==> src/rtl/ctrl_fsm_if.sv <==
// ---------------------------------------------------------------------------
// ctrl_fsm_if : bundle between the multi-cycle control sequencer and the
// single-cycle datapath.
//   op[5:0], zero           datapath -> controller (opcode, ALU zero flag)
//   RegDst .. pop, ALUOp    controller -> datapath control strobes
//   halt                    controller -> datapath PC/stack/pc_buff hold
//   halted, instr_count     controller status (HALT retired, retire count)
// master = controller side, slave = datapath side.
// ---------------------------------------------------------------------------
interface ctrl_fsm_if;
  logic [5:0]  op;
  logic        zero;
  logic        RegDst;
  logic        ALUSrc;
  logic        Mem2Reg;
  logic        MemRead;
  logic        MemWrite;
  logic        RegWrite;
  logic        PCSrc;
  logic        push;
  logic        pop;
  logic [4:0]  ALUOp;
  logic        halt;
  logic        halted;
  logic [15:0] instr_count;

  modport master (
    input  op, zero,
    output RegDst, ALUSrc, Mem2Reg, MemRead, MemWrite, RegWrite,
           PCSrc, push, pop, ALUOp, halt, halted, instr_count
  );

  modport slave (
    output op, zero,
    input  RegDst, ALUSrc, Mem2Reg, MemRead, MemWrite, RegWrite,
           PCSrc, push, pop, ALUOp, halt, halted, instr_count
  );
endinterface

==> src/rtl/ctrl_fsm.sv <==
// ---------------------------------------------------------------------------
// ctrl_fsm : multi-cycle control sequencer for the single-cycle datapath.
// Each instruction takes 2-4 controller cycles; halt stalls the PC on every
// non-final cycle. Outputs are Moore (state + latched opcode), registered at
// posedge so the datapath sees stable strobes on its negedge.
// Ports:
//   clk    in  clock (controller acts on posedge)
//   reset  in  synchronous, active-high reset
//   bus    ctrl_fsm_if.master : op/zero in; strobes, ALUOp, halt,
//          halted, instr_count out
// ---------------------------------------------------------------------------
module ctrl_fsm #(
  parameter logic [4:0] ALU_ADD = 5'b00000,
  parameter logic [4:0] ALU_SUB = 5'b00001
) (
  input  logic       clk,
  input  logic       reset,
  ctrl_fsm_if.master bus
);

  typedef enum logic [2:0] {
    S_START  = 3'd0,
    S_DECODE = 3'd1,
    S_EXEC   = 3'd2,
    S_MEM    = 3'd3,
    S_WB     = 3'd4,
    S_BR     = 3'd5,
    S_STOP   = 3'd6
  } state_e;

  typedef enum logic [3:0] {
    C_R, C_I, C_LW, C_SW, C_BEQ, C_BNE, C_CALL, C_RET, C_JMP, C_HALT, C_NOP
  } class_e;

  function automatic class_e f_class(input logic [5:0] o);
    class_e c;
    if (o[5:4] == 2'b00)      c = C_R;
    else if (o[5:4] == 2'b01) c = C_I;
    else begin
      case (o)
        6'b100000: c = C_LW;
        6'b100001: c = C_SW;
        6'b100010: c = C_BEQ;
        6'b100011: c = C_BNE;
        6'b100100: c = C_CALL;
        6'b100101: c = C_RET;
        6'b100110: c = C_JMP;
        6'b111111: c = C_HALT;
        default:   c = C_NOP;
      endcase
    end
    return c;
  endfunction

  state_e      r_state;
  logic [5:0]  r_ir_op;
  logic        r_taken;
  logic        r_boot;     // set while reset is held; keeps halt=1 in START
  logic [15:0] r_instr_count;

  state_e      w_nxt;
  class_e      w_cls;      // class of the latched opcode
  class_e      w_dec_cls;  // class of the live opcode, used only in DECODE
  logic        w_retire;
  logic        w_sel;
  logic        w_final;

  assign w_cls     = f_class(r_ir_op);
  assign w_dec_cls = f_class(bus.op);

  // State register
  always_ff @(posedge clk) begin
    if (reset) begin
      r_state       <= S_START;
      r_boot        <= 1'b1;
      r_ir_op       <= 6'd0;
      r_taken       <= 1'b0;
      r_instr_count <= 16'd0;
    end else begin
      r_state <= w_nxt;
      r_boot  <= 1'b0;
      if (r_state == S_DECODE) r_ir_op <= bus.op;
      if (r_state == S_EXEC)   r_taken <= bus.zero;
      if (w_retire)            r_instr_count <= r_instr_count + 16'd1;
    end
  end

  // Next-state logic; DECODE branches on the live opcode because the latch
  // only captures it on the edge leaving DECODE.
  always_comb begin
    w_nxt = r_state;
    case (r_state)
      S_START:  w_nxt = r_boot ? S_START : S_DECODE;
      S_DECODE: begin
        case (w_dec_cls)
          C_R, C_I, C_LW, C_SW, C_BEQ, C_BNE: w_nxt = S_EXEC;
          C_CALL, C_RET, C_JMP:               w_nxt = S_BR;
          C_HALT:                             w_nxt = S_STOP;
          default:                            w_nxt = S_WB;
        endcase
      end
      S_EXEC: begin
        case (w_cls)
          C_LW, C_SW:   w_nxt = S_MEM;
          C_BEQ, C_BNE: w_nxt = S_BR;
          default:      w_nxt = S_WB;
        endcase
      end
      S_MEM:        w_nxt = (w_cls == C_LW) ? S_WB : S_DECODE;
      S_WB, S_BR:   w_nxt = S_DECODE;
      S_STOP:       w_nxt = S_STOP;
      default:      w_nxt = S_START;
    endcase
  end

  // An instruction retires on the edge that enters its final state; STOP is
  // entered only from DECODE, so HALT counts exactly once.
  assign w_retire = (w_nxt == S_WB) || (w_nxt == S_BR) ||
                    ((r_state == S_EXEC) && (w_nxt == S_MEM) && (w_cls == C_SW)) ||
                    ((r_state == S_DECODE) && (w_nxt == S_STOP));

  assign w_sel   = (r_state == S_EXEC) || (r_state == S_MEM) ||
                   (r_state == S_WB)   || (r_state == S_BR);
  assign w_final = (r_state == S_WB) || (r_state == S_BR) ||
                   ((r_state == S_MEM) && (w_cls == C_SW));

  // Moore outputs
  always_comb begin
    bus.RegDst      = 1'b0;
    bus.ALUSrc      = 1'b0;
    bus.Mem2Reg     = 1'b0;
    bus.MemRead     = 1'b0;
    bus.MemWrite    = 1'b0;
    bus.RegWrite    = 1'b0;
    bus.PCSrc       = 1'b0;
    bus.push        = 1'b0;
    bus.pop         = 1'b0;
    bus.ALUOp       = 5'd0;
    bus.halt        = r_boot || !((r_state == S_START) || w_final);
    bus.halted      = (r_state == S_STOP);
    bus.instr_count = r_instr_count;

    if (w_sel) begin
      case (w_cls)
        C_R: begin
          bus.ALUOp  = {1'b0, r_ir_op[3:0]};
          bus.RegDst = 1'b1;
        end
        C_I: begin
          bus.ALUOp  = {1'b0, r_ir_op[3:0]};
          bus.ALUSrc = 1'b1;
        end
        C_LW, C_SW: begin
          bus.ALUOp  = ALU_ADD;
          bus.ALUSrc = 1'b1;
        end
        C_BEQ, C_BNE: bus.ALUOp = ALU_SUB;
        default: ;
      endcase
    end

    case (r_state)
      S_MEM: begin
        bus.MemRead  = (w_cls == C_LW);
        bus.MemWrite = (w_cls == C_SW);
      end
      S_WB: begin
        bus.RegWrite = (w_cls == C_R) || (w_cls == C_I) || (w_cls == C_LW);
        bus.Mem2Reg  = (w_cls == C_LW);
        bus.MemRead  = (w_cls == C_LW);
      end
      S_BR: begin
        bus.PCSrc = (w_cls == C_JMP) || (w_cls == C_CALL) ||
                    ((w_cls == C_BEQ) && r_taken) ||
                    ((w_cls == C_BNE) && !r_taken);
        bus.push  = (w_cls == C_CALL);
        bus.pop   = (w_cls == C_RET);
      end
      default: ;
    endcase
  end

endmodule

==> src/flat_wrapper.sv <==
// flat-port wrapper written by rule: the top's interface ports become plain ports
module ctrl_fsm_flat 
#(
  parameter logic [4:0] ALU_ADD = 5'b00000,
  parameter logic [4:0] ALU_SUB = 5'b00001
)
  (clk, reset, bus_op, bus_zero, bus_RegDst, bus_ALUSrc, bus_Mem2Reg, bus_MemRead, bus_MemWrite, bus_RegWrite, bus_PCSrc, bus_push, bus_pop, bus_ALUOp, bus_halt, bus_halted, bus_instr_count);
  ctrl_fsm_if bus_i ();
  input  logic clk;
  input  logic reset;
  input wire logic [$bits(bus_i.op)-1:0] bus_op;
  input wire logic [$bits(bus_i.zero)-1:0] bus_zero;
  output wire logic [$bits(bus_i.RegDst)-1:0] bus_RegDst;
  output wire logic [$bits(bus_i.ALUSrc)-1:0] bus_ALUSrc;
  output wire logic [$bits(bus_i.Mem2Reg)-1:0] bus_Mem2Reg;
  output wire logic [$bits(bus_i.MemRead)-1:0] bus_MemRead;
  output wire logic [$bits(bus_i.MemWrite)-1:0] bus_MemWrite;
  output wire logic [$bits(bus_i.RegWrite)-1:0] bus_RegWrite;
  output wire logic [$bits(bus_i.PCSrc)-1:0] bus_PCSrc;
  output wire logic [$bits(bus_i.push)-1:0] bus_push;
  output wire logic [$bits(bus_i.pop)-1:0] bus_pop;
  output wire logic [$bits(bus_i.ALUOp)-1:0] bus_ALUOp;
  output wire logic [$bits(bus_i.halt)-1:0] bus_halt;
  output wire logic [$bits(bus_i.halted)-1:0] bus_halted;
  output wire logic [$bits(bus_i.instr_count)-1:0] bus_instr_count;
  assign bus_i.op = bus_op;
  assign bus_i.zero = bus_zero;
  assign bus_RegDst = bus_i.RegDst;
  assign bus_ALUSrc = bus_i.ALUSrc;
  assign bus_Mem2Reg = bus_i.Mem2Reg;
  assign bus_MemRead = bus_i.MemRead;
  assign bus_MemWrite = bus_i.MemWrite;
  assign bus_RegWrite = bus_i.RegWrite;
  assign bus_PCSrc = bus_i.PCSrc;
  assign bus_push = bus_i.push;
  assign bus_pop = bus_i.pop;
  assign bus_ALUOp = bus_i.ALUOp;
  assign bus_halt = bus_i.halt;
  assign bus_halted = bus_i.halted;
  assign bus_instr_count = bus_i.instr_count;
  ctrl_fsm #(.ALU_ADD(ALU_ADD), .ALU_SUB(ALU_SUB)) u_core (.clk(clk), .reset(reset), .bus(bus_i));
endmodule
==> config.mk <==
export PLATFORM = sky130hd
export DESIGN_NAME = ctrl_fsm_flat
export DESIGN_NICKNAME = d
export VERILOG_FILES = /design/src/rtl/ctrl_fsm_if.sv /design/src/rtl/ctrl_fsm.sv /design/src/flat_wrapper.sv
export SDC_FILE = /design/constraint.sdc
export NUM_CORES = 1
export LEC_CHECK = 0
export BUFFER_PORTS_ARGS = -buffer_cell sky130_fd_sc_hd__buf_2
export CORE_MARGIN = 2
export CORE_UTILIZATION = 51
export DETAILED_ROUTE_END_ITERATION = 8
export GPL_TIMING_DRIVEN = 0
export PLACE_DENSITY_LB_ADDON = 0.25
export SYNTH_ARGS = -nofsm -noshare
export SYNTH_HDL_FRONTEND = slang
export SYNTH_SLANG_ARGS = --single-unit
==> constraint.sdc <==
create_clock -name clk -period 3.72 [get_ports clk]
set_clock_uncertainty 0.15 [all_clocks]
set_input_delay 0.372 -clock clk [delete_from_list [all_inputs] [get_ports clk]]
set_output_delay 0.372 -clock clk [all_outputs]
set_load 0.01 [all_outputs]
* Word level (Yosys, flattened, before mapping)
Memory sizes are Yosys's and may differ from the RTL's.
Cells that the tools add are included.
** Word-level totals
- Bits in registers :: 27
- RAM bits :: 0
- Memories kept :: 1
- Word-level logic and storage cells :: 100
- Bits of input ports :: 9
- Latch bits :: 0
- Output and inout bits :: 32
- Bits in read-only memories :: 48
** Memory list
- (no name shown) :: depth 16, width 3, rd ports 1, clocked after memory_dff 0, wr ports 0, RTL line ctrl_fsm.sv:95 : case (w_dec_cls)
** Operators by class
- Bitwise logic cells :: 0
- $lt $le $gt $ge :: 0
- Reductions and logical operators :: 33
- $add $sub $neg :: 1
- Shifts and indexed selects :: 0
- Divide/modulo/power cells :: 0
- $mul :: 0
- Muxes and demuxes :: 24
- Equality and inequality tests :: 36
** Operator list (number)
- == test 6 bit, second input constant :: 16
- one-hot mux 4 bit (8 select lines) :: 2
- == test 3 bit, second input constant :: 6
- one-hot mux 3 bit (6 select lines) :: 1
- adder 16 x 1 -> 16 bit, second input constant :: 1
- == test 4 x 3 -> 1 bit, second input constant :: 4
- 2-to-1 mux 4 bit :: 4
- logical OR 1 bit :: 15
- 2-to-1 mux 1 bit :: 13
- OR reduction 2 bit :: 5
- == test 3 x 2 -> 1 bit, second input constant :: 3
- == test 4 x 2 -> 1 bit, second input constant :: 2
- one-hot mux 4 bit (2 select lines) :: 1
- logical AND 1 bit :: 6
- one-hot mux 3 bit (2 select lines) :: 1
- 2-to-1 mux 5 bit :: 1
- == test 2 x 1 -> 1 bit, second input constant :: 2
- == test 4 x 1 -> 1 bit, second input constant :: 1
- == test 4 bit, second input constant :: 1
- logical NOT 2 bit :: 2
- logical NOT 4 bit :: 1
- == test 3 x 1 -> 1 bit, second input constant :: 1
- logical NOT 3 bit :: 1
- 2-to-1 mux 3 bit :: 1
- other kinds (2) :: 3

* Depth between registers and ports, before layout
Gate-level depths: netlist of the first run.
- Word-level depth :: 13
- Depth in mapped cells :: 7
- Mapped depth without buffers :: 6

* Least setup slack after synthesis of the first run
OpenSTA, ideal clock, no wires.
- Path type :: reg-to-reg
- Start :: register u_core.r_ir_op[1]
- End :: register u_core.r_instr_count[14] (netlist: u_core.bus.instr_count[14])
- Cell stages (with the launch flop) :: 8
- Path buffers :: 2
- Library setup time :: 0.070 ns
- Clock period less this slack :: 2.408 ns
- Data required time :: 3.500 ns
- Arrival time :: 2.189 ns
- Slack :: 1.312 ns
- Path through :: dfxtp_1 -> buf_6 -> or4_4 -> buf_6 -> o32ai_4 -> o21ai_4 -> or4_1 -> a21oi_1
** Between the ends
- Word-level cells in the longest chain between the ends :: 13
- Elaborated cells between the ends (all ways) :: 30
- Those cells by class :: 16 x eq/ne; 6 x mux; 8 x reduce/logical
** RTL lines
- start: declaration :: RTL line ctrl_fsm.sv:56 : logic [5:0] r_ir_op;
- start signal: assignment :: RTL line ctrl_fsm.sv:82 : if (r_state == S_DECODE) r_ir_op <= bus.op;
- == test 6 bit :: RTL line ctrl_fsm.sv:40 : case (o)
- one-hot mux 4 bit (8 select lines) * :: RTL line ctrl_fsm.sv:40
- 2-to-1 mux 4 bit * :: RTL line ctrl_fsm.sv:38 : else if (o[5:4] == 2'b01) c = C_I;
- 2-to-1 mux 4 bit * :: RTL line ctrl_fsm.sv:37 : if (o[5:4] == 2'b00) c = C_R;
- == test 4 x 3 -> 1 bit (tied with other cells) :: RTL line ctrl_fsm.sv:103 : case (w_cls)
- OR reduction 2 bit (on tied branches)
- one-hot mux 3 bit (2 select lines) :: RTL line ctrl_fsm.sv:103
- one-hot mux 3 bit (6 select lines) :: RTL line ctrl_fsm.sv:92 : case (r_state)
- == test 3 x 2 -> 1 bit :: RTL line ctrl_fsm.sv:119 : ((r_state == S_EXEC) && (w_nxt == S_MEM) && (w_cls == C_SW)) ||
- logical AND 1 bit (2 in a row) :: RTL line ctrl_fsm.sv:119
- logical OR 1 bit :: RTL line ctrl_fsm.sv:118 : assign w_retire = (w_nxt == S_WB) || (w_nxt == S_BR) ||
- logical OR 1 bit * :: RTL line ctrl_fsm.sv:119
- end signal: assignment :: RTL line ctrl_fsm.sv:84 : if (w_retire) r_instr_count <= r_instr_count + 16'd1;
- end: declaration :: RTL line ctrl_fsm.sv:59 : logic [15:0] r_instr_count;
Every way passes the cells marked *; elsewhere a longest branch is shown, timed or not.
A chain may end at the register's enable or synchronous reset.

* Final worst setup path of the first run
- Start :: register u_core.r_ir_op[4]
- End :: output bus_PCSrc
** Between the ends
- Word-level cells in the longest chain between the ends :: 9
- Elaborated cells between the ends (all ways) :: 23
- Those cells by class :: 13 x eq/ne; 4 x mux; 6 x reduce/logical
** RTL lines
- == test 6 bit :: RTL line ctrl_fsm.sv:40
- one-hot mux 4 bit (8 select lines) :: RTL line ctrl_fsm.sv:40
- 2-to-1 mux 4 bit :: RTL line ctrl_fsm.sv:38
- 2-to-1 mux 4 bit * :: RTL line ctrl_fsm.sv:37
- == test 4 bit (tied with other cells) :: RTL line ctrl_fsm.sv:173 : bus.PCSrc = (w_cls == C_JMP) || (w_cls == C_CALL) ||
- logical OR 1 bit or logical AND 1 bit (tied branches) :: RTL line ctrl_fsm.sv:173, ctrl_fsm.sv:174
- logical OR 1 bit :: RTL line ctrl_fsm.sv:173
- logical OR 1 bit * :: RTL line ctrl_fsm.sv:174 : ((w_cls == C_BEQ) && r_taken) ||
- 2-to-1 mux 1 bit * :: RTL line ctrl_fsm.sv:162 : case (r_state)
- end: declaration :: RTL line flat_wrapper.sv:19 : output wire logic [$bits(bus_i.PCSrc)-1:0] bus_PCSrc;
Marks and branches as above.

==> reports/results.ini, run 1 <==
[layout]
final_core_util_pct = 63.23
syn2layout_area_growth_pct = 16.41
final.fill_count = 312
diodes = 0
layout_commonest_cell = buf_2
stdcell_count = 297
nNetsFinal = 264
final_cell_mix = buf_2, nor2_1, dfxtp_1
drive_above_1_share_pct = 24.51

[pwr]
switchingPower_mw = 0.1603
power_leakage_nw = 0.8472
pwr-share-clk_pct = 23.5
p_sw_share_pct = 29.27
p_int_mw = 0.3874
vdd_drop_max_v = 0.0002972
power_frac_seq_pct = 55.6
p_comb_share_pct = 21.0
powerDensity_nw_per_um2 = 279.2

[critical_path]
slowest_stage = or4b_2
cp_slowest_stage_delay_ps = 680
cpMostUsedCell = buf_2
worstPathArrival_ps = 2330
worst_path_dominant_cell_family = simple AND/OR/NAND/NOR gates
crit_path_max_fanout = 9
worstSetupEndpointType = output port
path_buf_inv = 2
crit_path_cell_trace = buf_2 > nor3b_1 > or4b_2 > nor2_1 > a21oi_1 > o32ai_1 > buf_2
start_kind = flop
required_ps = 3200
critPathKind = reg -> out

[routing]
drc = 0
antenna_left = 0
avgViaCountPerCell = 5.354
dr.first_iter.drc_count = 91
wirelength_um = 3674
via_count = 1590
avgRoutedWirePerCell_um = 12.37
firstDrtPassIters = 4

[hold_path]
worstHoldPathType = in -> reg

[global_route]
antenna_found_initial = 0
grt-ovfl-total = 0
grt_pass1_vias = 1398
grt_max_degree = 15
grtUsageTotal_pct = 20.87
grt_pass1_wl_um = 6051

[floorplan]
initial_utilization_pct = 54.31
die_area_um2 = 3780
die_w_um = 61.49
core_um2 = 3103
ios = 41
fp-row-count = 20
die-height_um = 61.49

[synthesis]
synth_ff_type = dfxtp_1
yosysTopAreaCellShare_pct = 32.07
async_reset_ff_share_pct = 0
syn_area_um2 = 1685
synth_area_leader_cell = dfxtp_1
synth.distinct_cells = 51
ys_seq_area_share_pct = 32.07
ys_warn_count = 0
synth_edf_count = 0
netlist_top_cells_area = dfxtp_1, nor2_1, mux2i_1
synth_nets = 220
syn_inst = 210
synth_seq_cells = 27
syn_area_per_cell_um2 = 8.026

[clock_tree]
cts_hold_buffers = 0
post_cts.repair.setup_buffers = 0
cts_buffers = 3
clkSinkCount = 27
cts_tree = done
clock_latency_ps = 330
cts_max_path_buffers = 2
clk_transition_reported_paths_ps = 150
ctsHtreeMaxLevel = 1
cts_resized = 0
root_buffer = clkbuf_4

[sta]
post-route-min-period_ps = 2853
tightest_slew_ps = 724.4
finalSetupViolCount = 0
slew-limit-headroom_pct = 51.53
fmax_ghz = 0.3505
layout_setup_ws_ps = 866.9
hold_violations = 0
drv_slew = 0
rsz0062_at_grt = no
setup_tns_ps = 0
fin_crit_sh_pct = 76.70

[run]
drv_cap = 0

[placement]
place_inst = 293
dp_hpwl_um = 2781
pre_cts_slack_ps = 1119
port-buffer-count = 39
gp_congestion = 0.8668

[run_status]
status = complete, no violations

==> registers in the layout, indices dropped and copies added, names as in the netlist <==
name,count
u_core.bus.instr_count,16
u_core.r_state,3
u_core.r_ir_op,6
u_core.r_taken,1
u_core.r_boot,1
==> metrics by stage <==
stage	power [mW]	hold WS, ps	instance area (um^2)
2_1_floorplan	0.3953	249.7	1685
3_3_place_gp	0.4232	337.8	1936
3_5_place_dp	0.4245	340.9	1936
4_1_cts	0.5498	21.22	1962
5_1_grt	0.5740	13.96	1962
6_report	0.5477	21.07	1962
==> synthesized netlist by cell type (2+ instances only) <==
library cell / number
nand4_1: 4
xnor2_1: 3
nand2_1: 17
mux2i_1: 7
buf_6: 5
o2111ai_1: 2
nor2b_1: 8
nor3b_1: 4
o211ai_1: 2
nor3_1: 5
xor2_1: 8
o21a_1: 2
nor2_1: 39
clkbuf_1: 3
o22ai_1: 2
nand2b_1: 2
dfxtp_1: 27
nand3_1: 3
o21ai_0: 12
mux2_2: 4
o31ai_1: 2
a21oi_1: 13
buf_2: 3
and2_1: 3
inv_1: 4
==> routing by layer <==
metal | wire length, um | global-route usage [%] | part of all wire [%]
met3 | 141 | 4.202 | 3.8
met5 | 0 | 0 | 0
met4 | 32 | 5.167 | 0.87
met1 | 1874 | 29.59 | 51
met2 | 1625 | 32.48 | 44
==> worst reg2reg max path, delay by kind of cell, from the launching register on <==
kind	cells	cell delay [ps]
AO/OA/AOI/OAI	2	630
AND/OR/NAND/NOR	2	780
flip-flops	1	340
multiplexers	1	350
buffers and inverters	2	280
==> power by group through the flow <==
stage                     clock network, mW  logic, mW  registers [mW]
after floorplan                           0     0.0856           0.310
after global placement                    0      0.113           0.310
after detailed placement                  0      0.114           0.311
after CTS                             0.131      0.114           0.304
after global routing                  0.140      0.128           0.306
final                                 0.129      0.115           0.304
==> cell type report <==
class | count | area, um^2 | area share (%)
clock buffers | 4 | 26.28 | 1.339
well taps | 44 | 55.05 | 2.806
flip-flops and latches | 27 | 540.5 | 27.55
plain buffers | 13 | 102.6 | 5.230
multi-input cells | 166 | 1027 | 52.36
inverters | 4 | 15.01 | 0.7653
repair buffers | 39 | 195.2 | 9.949
==> worst paths after layout <==
path | from | endpoint | slack (ps) | cells past startpoint
worst max-delay path | u_core.r_ir_op[4] | bus_PCSrc | 870 | 7
worst min-delay path | reset | u_core.r_boot | 20 | 1
worst max register to register | u_core.r_ir_op[1] | u_core.bus.instr_count[15] | 1110 | 7
worst min register to register | u_core.bus.instr_count[14] | u_core.bus.instr_count[14] | 370 | 2
==> cell families after synthesis <==
group / share of synthesized area [%]
xor+xnor: 5.717
buf+inv: 6.978
other cells: 0.2225
mux: 6.830
flops: 32.07
simple gates: 29.18
compound gates: 18.26
fa+ha+maj: 0.7423
Power figures use the tool's default switching activity.
==> run 2, diff against run 1 <==
--- a/config.mk
+++ b/config.mk
@@ -7,7 +7,7 @@
 export LEC_CHECK = 0
 export BUFFER_PORTS_ARGS = -buffer_cell sky130_fd_sc_hd__buf_2
 export CORE_MARGIN = 2
-export CORE_UTILIZATION = 51
+export CORE_UTILIZATION = 48
 export DETAILED_ROUTE_END_ITERATION = 8
 export GPL_TIMING_DRIVEN = 0
 export PLACE_DENSITY_LB_ADDON = 0.25
==> constraint.sdc (replaced) <==
create_clock -name clk -period 2.55 [get_ports clk]
set_clock_uncertainty 0.15 [all_clocks]
set_input_delay 0.255 -clock clk [delete_from_list [all_inputs] [get_ports clk]]
set_output_delay 0.255 -clock clk [all_outputs]
set_load 0.01 [all_outputs]
==> reports/results.ini, run 2 (synthesized netlist as in run 1, its figures left out) <==
[sta]
slew-limit-headroom_pct = 57.16  ; +5.6 points
setup_tns_ps = 0  ; unchanged
hold_ws_ps = 13.03  ; -8.039 ps
fin_crit_sh_pct = 96.15
layout_setup_ws_ps = 98.14  ; -768.8 ps
rsz0062_at_grt = no
fmax_ghz = 0.4079
drv_slew = 0  ; unchanged
tightest_slew_ps = 640.2  ; -84.23 ps
post-route-min-period_ps = 2452
hold_violations = 0  ; unchanged
finalSetupViolCount = 0  ; unchanged

[layout]
nNetsFinal = 266  ; +0.76%
final_core_util_pct = 60.19  ; -3.0 points
final_cell_area_um2 = 2024  ; +3.2%
drive_above_1_share_pct = 27.45  ; +2.9 points
stdcell_count = 301  ; +1.3%
largest_register_ffs = 16  ; unchanged
syn2layout_area_growth_pct = 20.12
layout_commonest_cell = buf_2
diodes = 0  ; unchanged
final_cell_mix = buf_2, nor2_1, dfxtp_1

[routing]
drc = 0  ; unchanged
antenna_left = 0  ; unchanged
avgRoutedWirePerCell_um = 12.75  ; +3.1%
dr.first_iter.drc_count = 68  ; -25%
avgViaCountPerCell = 5.375  ; +0.41%
firstDrtPassIters = 4  ; unchanged
wirelength_um = 3838  ; +4.5%
via_count = 1618  ; +1.8%

[critical_path]
worstPathArrival_ps = 2530  ; +200 ps
required_ps = 2630  ; -570 ps
crit_path_max_fanout = 9  ; unchanged
worstSetupEndpointType = flop
start_kind = flop
critPathKind = reg -> reg

[global_route]
grt_pass1_wl_um = 6534  ; +8.0%
grt_max_degree = 16  ; +1
grtUsageTotal_pct = 19.85  ; -1.0 points
grt-ovfl-total = 0  ; unchanged
grt_pass1_vias = 1485  ; +6.2%
antenna_found_initial = 0  ; unchanged

[pwr]
total_power_mw = 0.8061  ; +47%
power_leakage_nw = 0.8653  ; +2.1%
powerDensity_nw_per_um2 = 398.2  ; +43%
vdd_drop_max_v = 0.0002257  ; -24%

[clock_tree]
clock_latency_ps = 320  ; about the same
root_buffer = clkbuf_4
cts_max_path_buffers = 2  ; unchanged
ctsHtreeMaxLevel = 1  ; unchanged
clk_transition_reported_paths_ps = 150  ; about the same
cts_buffers = 3  ; unchanged
cts_tree = done
clkSinkCount = 27  ; unchanged

[hold_path]
worstHoldPathType = in -> reg

[run]
drv_cap = 0  ; unchanged

[floorplan]
ios = 41  ; unchanged
initial_utilization_pct = 50.11  ; -4.2 points
die-height_um = 63.26  ; +2.9%
die_w_um = 63.26  ; +2.9%
fp-row-count = 21  ; +5.0%
core_um2 = 3363  ; +8.4%
die_area_um2 = 4001  ; +5.8%

[placement]
pre_cts_slack_ps = -26.06  ; -1145 ps
placed_area_um2 = 1938  ; +0.13%
gp_congestion = 0.8222  ; -5.1%
port-buffer-count = 39  ; unchanged
dp_hpwl_um = 2830  ; +1.8%
place_inst = 295  ; +0.68%

[run_status]
status = complete, no violations

==> run 2: critical path, stage by stage, from the launching register on <==
cell and delay (ps):
dfxtp_1 330, buf_6 130, or4_4 520, buf_6 150
o32ai_4 280, buf_12 160, o211ai_1 150, nor2_1 150
mux2_2 340
==> run 2: path summary, 6_finish.rpt <==
| kind | from | end | slack (ps) | depth (start not counted) |
|---|---|---|---|---|
| setup reg to reg | u_core.r_ir_op[1] | u_core.bus.instr_count[7] | 100 | 8 |
| hold reg to reg | u_core.bus.instr_count[13] | u_core.bus.instr_count[13] | 370 | 2 |
| hold / removal | bus_zero | u_core.r_taken | 10 | 3 |
| setup / recovery | u_core.r_ir_op[1] | u_core.bus.instr_count[7] | 100 | 8 |
==> run 2: area by class of cell <==
cell class / instances / area, um^2
flip-flops and latches: 27 / 543.0
clock inverters: 1 / 5.005
well taps: 46 / 57.56
repair buffers: 42 / 232.7
plain buffers: 12 / 97.59
multi-input cells: 166 / 1051
inverters: 4 / 15.01
fillers: 346 / 1339
clock buffers: 3 / 22.52
==> run 2: routing by layer <==
metal	up-vias	track usage (%)	routed length (um)
met4	0	6.522	46
met1	748	25.36	1768
met5	-	0	0
li1	824	-	-
met2	40	34.84	1871
met3	6	2.143	151
==> run 2: where the power goes <==
part / internal, mW / switching [mW]
logic: 0.0755 / 0.0974
clock network: 0.0588 / 0.127
registers: 0.435 / 0.0125
==> run 2: repair_timing <==
action | in CTS | in global routing
endpoints found under the setup margin | 7 | 5
hold buffers | 1 | 0
hold endpoints to repair | 1 | 0
buffers inserted | 0 | 2
resized for setup | 3 | 5
pin swaps | 1 | 4
==> run 3, diff against run 2 <==
--- a/config.mk
+++ b/config.mk
@@ -7,7 +7,7 @@
 export LEC_CHECK = 0
 export BUFFER_PORTS_ARGS = -buffer_cell sky130_fd_sc_hd__buf_2
 export CORE_MARGIN = 2
-export CORE_UTILIZATION = 48
+export CORE_UTILIZATION = 51
 export DETAILED_ROUTE_END_ITERATION = 8
 export GPL_TIMING_DRIVEN = 0
 export PLACE_DENSITY_LB_ADDON = 0.25
==> constraint.sdc (replaced) <==
create_clock -name clk -period 2.9 [get_ports clk]
set_clock_uncertainty 0.15 [all_clocks]
set_input_delay 0.29 -clock clk [delete_from_list [all_inputs] [get_ports clk]]
set_output_delay 0.29 -clock clk [all_outputs]
set_load 0.01 [all_outputs]
==> reports/results.ini, run 3 (synthesized netlist as in run 1, its figures left out) <==
[run_status]
status = complete, no violations

[clock_tree]
cts_tree = done
clk_transition_reported_paths_ps = 150  ; about the same
ctsHtreeMaxLevel = 1  ; unchanged
root_buffer = clkbuf_4
cts_buffers = 3  ; unchanged
cts_max_path_buffers = 2  ; unchanged
clkSinkCount = 27  ; unchanged
clock_latency_ps = 330  ; about the same
post_cts.repair.setup_buffers = 0  ; unchanged

[routing]
firstDrtPassIters = 4  ; unchanged
via_count = 1594  ; -1.5%
wirelength_um = 3677  ; -4.2%
dr.first_iter.drc_count = 98  ; +44%
drc = 0  ; unchanged
antenna_left = 0  ; unchanged
avgViaCountPerCell = 5.349  ; -0.49%
avgRoutedWirePerCell_um = 12.34  ; -3.2%

[global_route]
grtUsageTotal_pct = 20.91  ; +1.1 points
antenna_found_initial = 0  ; unchanged
grt-ovfl-total = 0  ; unchanged
grt_max_degree = 15  ; -1
grt_pass1_vias = 1402  ; -5.6%
grt_pass1_wl_um = 6065  ; -7.2%

[placement]
place_inst = 293  ; -0.68%
pre_cts_slack_ps = 298.9  ; +325.0 ps
port-buffer-count = 39  ; unchanged
gp_congestion = 0.8668  ; +5.4%
dp_hpwl_um = 2781  ; -1.7%

[sta]
tightest_slew_ps = 724.4  ; +84.23 ps
hold_violations = 0  ; unchanged
layout_setup_ws_ps = 128.9  ; +30.74 ps
slew-limit-headroom_pct = 51.53  ; -5.6 points
fmax_ghz = 0.3609
drv_slew = 0  ; unchanged
setup_tns_ps = 0  ; unchanged
finalSetupViolCount = 0  ; unchanged
rsz0062_at_grt = no
fin_crit_sh_pct = 95.56
post-route-min-period_ps = 2771
hold_ws_ps = 29.46  ; +16.43 ps

[critical_path]
start_kind = flop
worstPathArrival_ps = 2330  ; -200 ps
critPathKind = reg -> out
required_ps = 2460  ; -170 ps
rr_startpoint = u_core.r_ir_op[1]
worstSetupEndpointType = output port
startpoint = u_core.r_ir_op[4]
crit_path_max_fanout = 9  ; unchanged

[pwr]
powerDensity_nw_per_um2 = 356.8  ; -10%
p_sw_share_pct = 29.26  ; -0.14 points
pwr-share-clk_pct = 23.4  ; +0.3 points
total_power_mw = 0.7036  ; -13%
p_int_mw = 0.4978  ; -13%
power_leakage_nw = 0.8514  ; -1.6%
p_comb_share_pct = 21.1  ; -0.3 points
power_frac_seq_pct = 55.5  ; about the same
vdd_drop_max_v = 0.0003813  ; +69%
switchingPower_mw = 0.2058  ; -13%

[floorplan]
die_w_um = 61.49  ; -2.8%
die-height_um = 61.49  ; -2.8%
initial_utilization_pct = 54.31  ; +4.2 points
core_um2 = 3103  ; -7.7%
fp-row-count = 20  ; -4.8%
ios = 41  ; unchanged
die_area_um2 = 3780  ; -5.5%

[layout]
drive_above_1_share_pct = 24.41  ; -3.0 points
diodes = 0  ; unchanged
syn2layout_area_growth_pct = 17.00
largest_register_ffs = 16  ; unchanged
nNetsFinal = 265  ; -0.38%
layout_commonest_cell = buf_2
final_cell_mix = buf_2, nor2_1, dfxtp_1
stdcell_count = 298  ; -1.0%

[hold_path]
min_from = bus_zero
worstHoldPathType = in -> reg

[run]
drv_cap = 0  ; unchanged

run 3: per-stage QoR:
step | utilization, % | area, um^2
finish | 63.55 | 1972
global route | 63.55 | 1972
CTS | 63.55 | 1972
detailed placement | 62.38 | 1936
global placement | 62.38 | 1936
floorplan | - | 1685
run 3: final timing paths:
path	endpoint	slack, ps	depth (start not counted)
worst max-delay path	bus_PCSrc	130	7
worst min-delay path	u_core.r_taken	30	3
worst max register to register	u_core.bus.instr_count[15]	290	7
worst min register to register	u_core.bus.instr_count[14]	370	2
run 3: final cells by class:
type                            instances  area [um^2]
Fill cell                             310         1131
Multi-Input combinational cell        166         1027
Sequential cell                        27        540.5
Timing Repair Buffer                   40        205.2
Buffer                                 13        102.6
Tap cell                               44        55.05
Clock buffer                            4        26.28
Inverter                                4        15.01
run 3: per-layer routing:
| metal | track usage (%) | wire [um] | up-vias | part of all wire, % |
|---|---|---|---|---|
| li1 | - | - | 825 | - |
| met2 | 32.48 | 1624 | 38 | 44 |
| met5 | 0 | 0 | - | 0 |
| met4 | 5.167 | 32 | 0 | 0.87 |
| met3 | 4.202 | 141 | 4 | 3.8 |
| met1 | 29.72 | 1878 | 727 | 51 |
run 3: timing repair:
item                      CTS  global route
resized for setup           0             0
hold buffers                1             0
hold endpoints to repair    1             0
run 3: worst max-delay path, cell delays in order (launching register included):
cell and delay, ps:
dfxtp_1 320, buf_2 160, nor3b_1 360, or4b_2 680, nor2_1 110, a21oi_1 70
o32ai_1 140, buf_2 180
run 3: power by group through the flow:
stage	combinational (mW)	sequential, mW	clock, mW
after floorplan	0.110	0.397	0
after global placement	0.145	0.398	0
after detailed placement	0.146	0.398	0
after CTS	0.148	0.390	0.168
after global routing	0.165	0.392	0.180
final	0.148	0.390	0.165
